===== config.mk =====
export PLATFORM = sky130hd
export DESIGN_NAME = received_num_msg_encoder
export DESIGN_NICKNAME = d
export VERILOG_FILES = /design/src/rtl/uart_msg_pkg.sv /design/src/rtl/msg_byte_serialiser.sv /design/src/rtl/received_num_msg_encoder.sv
export SDC_FILE = /design/constraint.sdc
export NUM_CORES = 1
export LEC_CHECK = 0
export CORE_MARGIN = 1
export CORE_UTILIZATION = 53
export DETAILED_ROUTE_END_ITERATION = 12
export PLACE_DENSITY_LB_ADDON = 0.2
export SLEW_MARGIN = 20
export SYNTH_ARGS = -nofsm -noshare
export SYNTH_HDL_FRONTEND = slang
export SYNTH_SLANG_ARGS = --single-unit

===== constraint.sdc =====
create_clock -name clk -period 2.9 [get_ports clk]
set_input_delay 0.29 -clock clk [delete_from_list [all_inputs] [get_ports clk]]
set_output_delay 0.29 -clock clk [all_outputs]
set_load 0.03 [all_outputs]

===== src/rtl/uart_msg_pkg.sv =====
// Shared constants, state encoding and header packing for the UART message encoders.
// No timing of its own; used by the encoder and its serialiser.
// Has no handshake of its own.
package uart_msg_pkg;

    localparam logic [5:0] MSG_ID_RECEIVED_NUM = 6'h05;
    localparam int         ADDR_W_DEF          = 8;
    localparam int         DATA_W_DEF          = 32;
    localparam int         PAYLOAD_BYTES       = (ADDR_W_DEF + DATA_W_DEF) / 8;
    localparam int         REPLACED_BIT        = 1;
    localparam int         OVERRUN_BIT         = 0;

    typedef enum logic [1:0] {
        IDLE,
        HDR,
        PAYLOAD,
        CSUM
    } enc_state_t;

    function automatic logic [7:0] make_header(input logic replaced, input logic overrun);
        logic [7:0] h;
        h               = {MSG_ID_RECEIVED_NUM, 2'b00};
        h[REPLACED_BIT] = replaced;
        h[OVERRUN_BIT]  = overrun;
        return h;
    endfunction

endpackage


===== src/rtl/msg_byte_serialiser.sv =====
// Loads a W-bit word and presents it one byte at a time, MSB byte first, flagging the last byte.
// Byte 0 is visible the cycle after load; each shift exposes the next byte one cycle later.
// Holds the current byte indefinitely while shift is low.
module msg_byte_serialiser #(
    parameter int W = 40
) (
    input  logic         clk,
    input  logic         rst,
    input  logic         load,
    input  logic [W-1:0] load_word,
    input  logic         shift,
    output logic [7:0]   byte_dat,
    output logic         last
);

    localparam int              NBYTES   = W / 8;
    localparam int              CNT_W    = (NBYTES > 1) ? $clog2(NBYTES) : 1;
    localparam logic [CNT_W-1:0] LAST_IDX = CNT_W'(NBYTES - 1);

    logic [W-1:0]     word_q;
    logic [CNT_W-1:0] cnt_q;

    always_ff @(posedge clk) begin
        if (rst) begin
            word_q <= '0;
            cnt_q  <= '0;
        end else if (load) begin
            word_q <= load_word;
            cnt_q  <= '0;
        end else if (shift) begin
            word_q <= word_q << 8;
            cnt_q  <= cnt_q + CNT_W'(1);
        end
    end

    assign byte_dat = word_q[W-1 -: 8];
    assign last     = (cnt_q == LAST_IDX);

endmodule


===== src/rtl/received_num_msg_encoder.sv =====
// Acks each received-number report and frames it as header + payload bytes (+ XOR checksum when MSG_CHECKSUM_EN is defined) for the UART tx.
// Header appears with the ack one cycle after valid is sampled in IDLE; one idle gap cycle between frames.
// tx_valid/tx_data hold steady while tx_ready is low; new reports wait (valid held) until the frame completes.
module received_num_msg_encoder
    import uart_msg_pkg::*;
#(
    parameter int ADDR_W    = ADDR_W_DEF,
    parameter int DATA_W    = DATA_W_DEF,
    parameter int PAYLOAD_W = ADDR_W + DATA_W
) (
    input  logic                 clk,
    input  logic                 rst,
    input  logic [PAYLOAD_W-1:0] mem_received_num,
    input  logic                 mem_received_valid,
    input  logic                 mem_received_replaced,
    input  logic                 mem_received_overrun,
    output logic                 mem_received_ack,
    output logic [7:0]           tx_data,
    output logic                 tx_valid,
    input  logic                 tx_ready
);

    enc_state_t state_q, state_d;
    logic       capture, hdr_xfer, pay_xfer;
    logic [7:0] hdr_q, hdr_new;
    logic       ovr_flag_q;
    logic [7:0] pay_byte;
    logic       pay_last;

    always_ff @(posedge clk) begin
        if (rst) state_q <= IDLE;
        else     state_q <= state_d;
    end

    always_comb begin
        state_d  = state_q;
        capture  = 1'b0;
        hdr_xfer = 1'b0;
        pay_xfer = 1'b0;
        unique case (state_q)
            IDLE: begin
                if (mem_received_valid) begin
                    capture = 1'b1;
                    state_d = HDR;
                end
            end
            HDR: begin
                if (tx_ready) begin
                    hdr_xfer = 1'b1;
                    state_d  = PAYLOAD;
                end
            end
            PAYLOAD: begin
                if (tx_ready) begin
                    pay_xfer = 1'b1;
                    if (pay_last) begin
`ifdef MSG_CHECKSUM_EN
                        state_d = CSUM;
`else
                        state_d = IDLE;
`endif
                    end
                end
            end
            default: begin
`ifdef MSG_CHECKSUM_EN
                if (tx_ready) state_d = IDLE;
`else
                state_d = IDLE;
`endif
            end
        endcase
    end

    // An overrun coinciding with capture is folded straight into this header.
    assign hdr_new = make_header(mem_received_replaced, ovr_flag_q | mem_received_overrun);

    // Only a header that actually carried the flag clears it, so an overrun arriving
    // while that header is stalled still reaches the next one; a new pulse always wins.
    always_ff @(posedge clk) begin
        if (rst) begin
            mem_received_ack <= 1'b0;
            hdr_q            <= '0;
            ovr_flag_q       <= 1'b0;
        end else begin
            mem_received_ack <= capture;
            if (capture) hdr_q <= hdr_new;
            ovr_flag_q <= mem_received_overrun | (ovr_flag_q & ~(hdr_xfer & hdr_q[OVERRUN_BIT]));
        end
    end

    msg_byte_serialiser #(
        .W (PAYLOAD_W)
    ) u_ser (
        .clk       (clk),
        .rst       (rst),
        .load      (capture),
        .load_word (mem_received_num),
        .shift     (pay_xfer),
        .byte_dat  (pay_byte),
        .last      (pay_last)
    );

`ifdef MSG_CHECKSUM_EN
    logic [7:0] csum_q;

    always_ff @(posedge clk) begin
        if (rst)           csum_q <= '0;
        else if (capture)  csum_q <= hdr_new;
        else if (pay_xfer) csum_q <= csum_q ^ pay_byte;
    end
`endif

    assign tx_valid = (state_q != IDLE);

    always_comb begin
        tx_data = '0;
        case (state_q)
            HDR:     tx_data = hdr_q;
            PAYLOAD: tx_data = pay_byte;
`ifdef MSG_CHECKSUM_EN
            CSUM:    tx_data = csum_q;
`endif
            default: tx_data = '0;
        endcase
    end

endmodule


Word level (Yosys, flattened, before mapping)
Index checks and enable logic that the tools add are counted.
{"block": "totals", "input_bits": 46, "wordCells": 37, "out_inout_bits": 10, "regBits": 50}
{"block": "classes", "bitwise": 5, "reduce_logical": 5, "eq_ne": 7, "n_mux": 13, "add_sub_neg": 1}
{"cell": "$mux 40", "n": 2}
{"cell": "$pmux 8 s2", "n": 1}
{"cell": "$mux 2", "n": 4}
{"cell": "$ne 2x2->1 const B", "n": 4}
{"cell": "$pmux 2 s3", "n": 1}
{"cell": "$mux 1", "n": 5}
{"cell": "$reduce_and 4->1", "n": 1}
{"cell": "$reduce_bool 2->1", "n": 2}
{"cell": "$add 3x1->3 const B", "n": 1}
{"cell": "$eq 3x3->1 const B", "n": 1}
{"cell": "$and 1x1->1", "n": 2}
{"cell": "$eq 2x1->1 const B", "n": 1}
{"cell": "$eq 2x2->1 const B", "n": 1}
{"cell": "$logic_not 2->1", "n": 1}
{"cell": "$or 1x1->1", "n": 2}
{"cell": "$reduce_or 2->1", "n": 1}
{"cell": "$not 1->1", "n": 1}

Logic depth before layout (Yosys ltp)
{"block": "depth", "depth_word": 6, "depth_mapped": 7}

By module
A second synthesis with hierarchy kept.
{"block": "hier_totals", "hier_cells": 257, "hier_area_um2": 2487.4}
{"module": "msg_byte_serialiser", "seq_area_each_um2": 860.8, "instances": 1, "cells_per_inst": 202, "area_each_um2": 2014.4}
{"module": "received_num_msg_encoder", "seq_area_each_um2": 140.1, "instances": 1, "cells_per_inst": 55, "area_each_um2": 473.0}

Least setup slack after synthesis
Ideal clock, no wire load.
{"block": "synth_timing", "path_type": "register -> output", "start": "reg state_q[0]", "end": "out tx_data[2]", "n_path_buf": 1, "path_slack_ps": 1044, "path_stages_with_launch": 6, "arrival_time_ps": 1566, "cell_sequence": "dfxtp_1 inv_1 ha_1 buf_2 nand2_1 a21boi_0"}
{"block": "synth_between", "elab_chain_len": 2, "word_cells_on_any_way": 3}
{"element": "from (decl)", "line": "received_num_msg_encoder.sv:23", "text": "enc_state_t state_q, state_d;"}
{"element": "from (signal assigned)", "line": "received_num_msg_encoder.sv:32", "text": "else state_q <= state_d;"}
{"element": "$eq 2x2->1 or $eq 2x1->1 (tied branches)", "line": "received_num_msg_encoder.sv:118", "text": "case (state_q)"}
{"element": "$pmux 8 s2 *", "line": "received_num_msg_encoder.sv:118"}
{"element": "to (decl)", "line": "received_num_msg_encoder.sv:18", "text": "output logic [7:0] tx_data,"}
Every way passes the cells marked *; elsewhere a longest branch is shown, timed or not.

Final worst setup path
{"block": "layout_timing", "start": "reg state_q[0]", "end": "out tx_data[0]"}
Same word-level chain as after synthesis.

==> flow_metrics.env <==
export IMPL_setup_viol=0
export IMPL_postCtsSetupBuffers=0
export IMPL_dr_pass1_iters=4
export IMPL_cp_required_ns=2.61
export IMPL_ant_nets=0
export IMPL_peakVddDrop_v=0.000491
export IMPL_status="complete, no violations"
export IMPL_numCtsBuffers=5
export IMPL_syn_area_sq_mm=0.00240
export IMPL_finalClockSkew_ns=0.0111
export IMPL_grt_max_degree=65
export IMPL_area_growth_pct=24.7
export IMPL_antenna_cells=0
export IMPL_initial_utilization_pct=55.0
export IMPL_drc=0
export IMPL_synth_edff_count=0
export IMPL_wirelength_um=4910
export IMPL_period_needed_ns=2.46
export IMPL_yosysWarnings=0
export IMPL_clk_pin_slew_ns=0.08
export IMPL_cp_arrival_ns=2.17
export IMPL_path_class="flip-flop to output pin"
export IMPL_grt_pass1_vias=1906
export IMPL_yosys_mux_area_fraction_pct=1.25
export IMPL_synth_area_leaders="dfxtp_1 42%, a311oi_2 13%, nand2_1 11%"
export IMPL_end_kind="output pin"
export IMPL_dpl_hpwl_um=3370
export IMPL_stdcell_count=371
export IMPL_clkSinkCount=50
export IMPL_drive_gt1_share_pct=11.6
export IMPL_final_fill_count=382
export IMPL_hold_violations=0
export IMPL_async_flop_share_pct=0
export IMPL_netlist_instances=274
export IMPL_cap_violations=0
export IMPL_grt_pass1_wl_um=8510
export IMPL_period_share_pct=84.8
export IMPL_hold_class="flip-flop to flip-flop"
export IMPL_maxSlewViolCount=0
export IMPL_synthSimpleGateAreaFrac_pct=22.8
export IMPL_synth_compound_area_share_pct=22.7
export IMPL_post_drt_wl_per_cell_um=13.2
export IMPL_nets=371
export IMPL_synthFlopType="dfxtp_1"
export IMPL_syn_avg_cell_area_sq_um=8.74
export IMPL_critPathLaunchType="flip-flop"
export IMPL_io_pins=56
export IMPL_fmax_mhz=407
export IMPL_yosys_area_share_adder_pct=3.66
export IMPL_gp_congestion=0.775
export IMPL_slowest_delay_ns=0.67
export IMPL_rsz0062_at_grt="false"
export IMPL_worst_pin_slew_ns=0.753
export IMPL_syn_nets=327
export IMPL_setup_tns_ns=0
export IMPL_dp_cells=363
export IMPL_power_density_mw_per_mm2=813
export IMPL_crit_slowest_cell="clkdlybuf4s50_1"
export IMPL_viasPerCell=5.39
export IMPL_cts_tree="built"
export IMPL_die_y_um=69.2
export IMPL_grt_use_total_pct=22.0
export IMPL_yosysTopAreaCell="dfxtp_1"
export IMPL_die_x_um=69.2
export IMPL_synth_distinct_cells=28
export IMPL_cts_hold_buf=0
export IMPL_crit_buf_inv=2
export IMPL_synth_xor_area_share_pct=0.731
export IMPL_yosysSeqAreaShare_pct=41.8
export IMPL_grt_ovfl_total=0
export IMPL_dieArea_sq_mm=0.00479
export IMPL_cts_htree_levels=2
export IMPL_crit_family="buffers and inverters"
export IMPL_vias=1999
export IMPL_p_leak_nw=1.09
export IMPL_synth_top_family_by_area="simple AND/OR/NAND/NOR gates"
export IMPL_cts_buffer_depth=2
export IMPL_rows=24
export IMPL_cts_root_buf="clkbuf_8"
export IMPL_io_buffer_count=55
export IMPL_yosys_register_bits=50
export IMPL_core_area_sq_mm=0.00435
export IMPL_clk_latency_ns=0.30
export IMPL_maxSlewHeadroom_pct=49.8
export IMPL_crit_path_max_fanout=14
export IMPL_first_iter_violations=123
export IMPL_crit_chain="inv_1, ha_1, a22oi_1, nor2b_1, clkdlybuf4s50_1"
export IMPL_yosysTopAreaCellShare_pct=41.8
export IMPL_grt_antenna_before_repair=0
export IMPL_ctsResizeCount=0
registers in the layout, indices dropped and copies added, names as in the netlist:
name / flops
ovr_flag_q: 1
u_ser.cnt_q: 3
u_ser.word_q: 40
hdr_q: 3
mem_received_ack: 1
state_q: 2
layout make-up:
cell class | instances | area (sq um) | area share (%)
clock inverter | 3 | 21.3 | 0.712
sequential | 50 | 1000 | 33.5
multi-input combinational | 197 | 1220 | 41.0
tap | 52 | 65.1 | 2.18
timing repair buffer | 59 | 588 | 19.7
clock buffer | 5 | 68.8 | 2.30
inverter | 5 | 18.8 | 0.628
layout by cell type, fill, tap and decap left out, types with 5 or more instances in the layout:
cell type and count:
nand2_1 70, clkdlybuf4s50_1 54, dfxtp_1 50, nor2_1 46, a311oi_2 20, a311oi_1 12
a22oi_1 11, ha_1 7, inv_1 5, nor3_1 5, clkbuf_8 5
layer usage:
metal  track usage [%]  vias to the layer above  wire length [um]
li1                  -                     1031                 -
met1              27.3                      909              2220
met2              37.5                       54              2390
met3              4.94                        5               239
met4              7.48                        0                51
met5                 0                        -                 0
power by group:
| group | internal [mW] | leakage, nW | switching, mW |
|---|---|---|---|
| combinational | 0.425 | 0.629 | 0.605 |
| clock | 0.170 | 0.0441 | 0.231 |
| sequential | 0.889 | 0.412 | 0.111 |
| total | 1.48 | 1.09 | 0.947 |
synthesized netlist by cell type, types with 3 or more instances:
master	n
nand2_1	70
dfxtp_1	50
nor2_1	46
a311oi_2	20
a311oi_1	12
a22oi_1	11
buf_6	7
ha_1	7
buf_2	5
clkbuf_1	5
inv_1	5
nor3_1	5
and3_1	4
nand2b_1	4
buf_4	3
mux2i_1	3
worst min-delay path, cell delays in order (launching register included):
cell	delay (ns)
dfxtp_1	0.33
nand2_1	0.06
a21oi_1	0.05
final timing paths:
path	from	endpoint	slack, ns	depth (start not counted)
worst min-delay path	hdr_q[1]	hdr_q[1]	0.48	2
worst max-delay path	state_q[0]	tx_data[0]	0.44	5
worst min register to register	hdr_q[1]	hdr_q[1]	0.48	2
worst max register to register	state_q[0]	u_ser.word_q[29]	0.99	6
cell families after synthesis:
group / after synthesis
adders and majority gates: 7
xor gates and xnor gates: 2
AOI/OAI and AO/OA: 50
buffers and inverters: 27
DFF: 50
muxes: 3
and+or+nand+nor: 135
through the flow:
step                area (sq um)  hold slack (ns)  worst slack, ns  util, %  total power, mW
floorplan                   2400            0.407             1.04        -             1.85
global placement            2900            0.457            0.871     66.6             2.02
detailed placement          2900            0.467            0.774     66.6             2.05
CTS                         2990            0.479            0.428     68.6             2.45
global route                2990            0.514            0.246     68.6             2.62
finish                      2990            0.476            0.441     68.6             2.43
No activity file was read; power rests on OpenSTA's default activity.
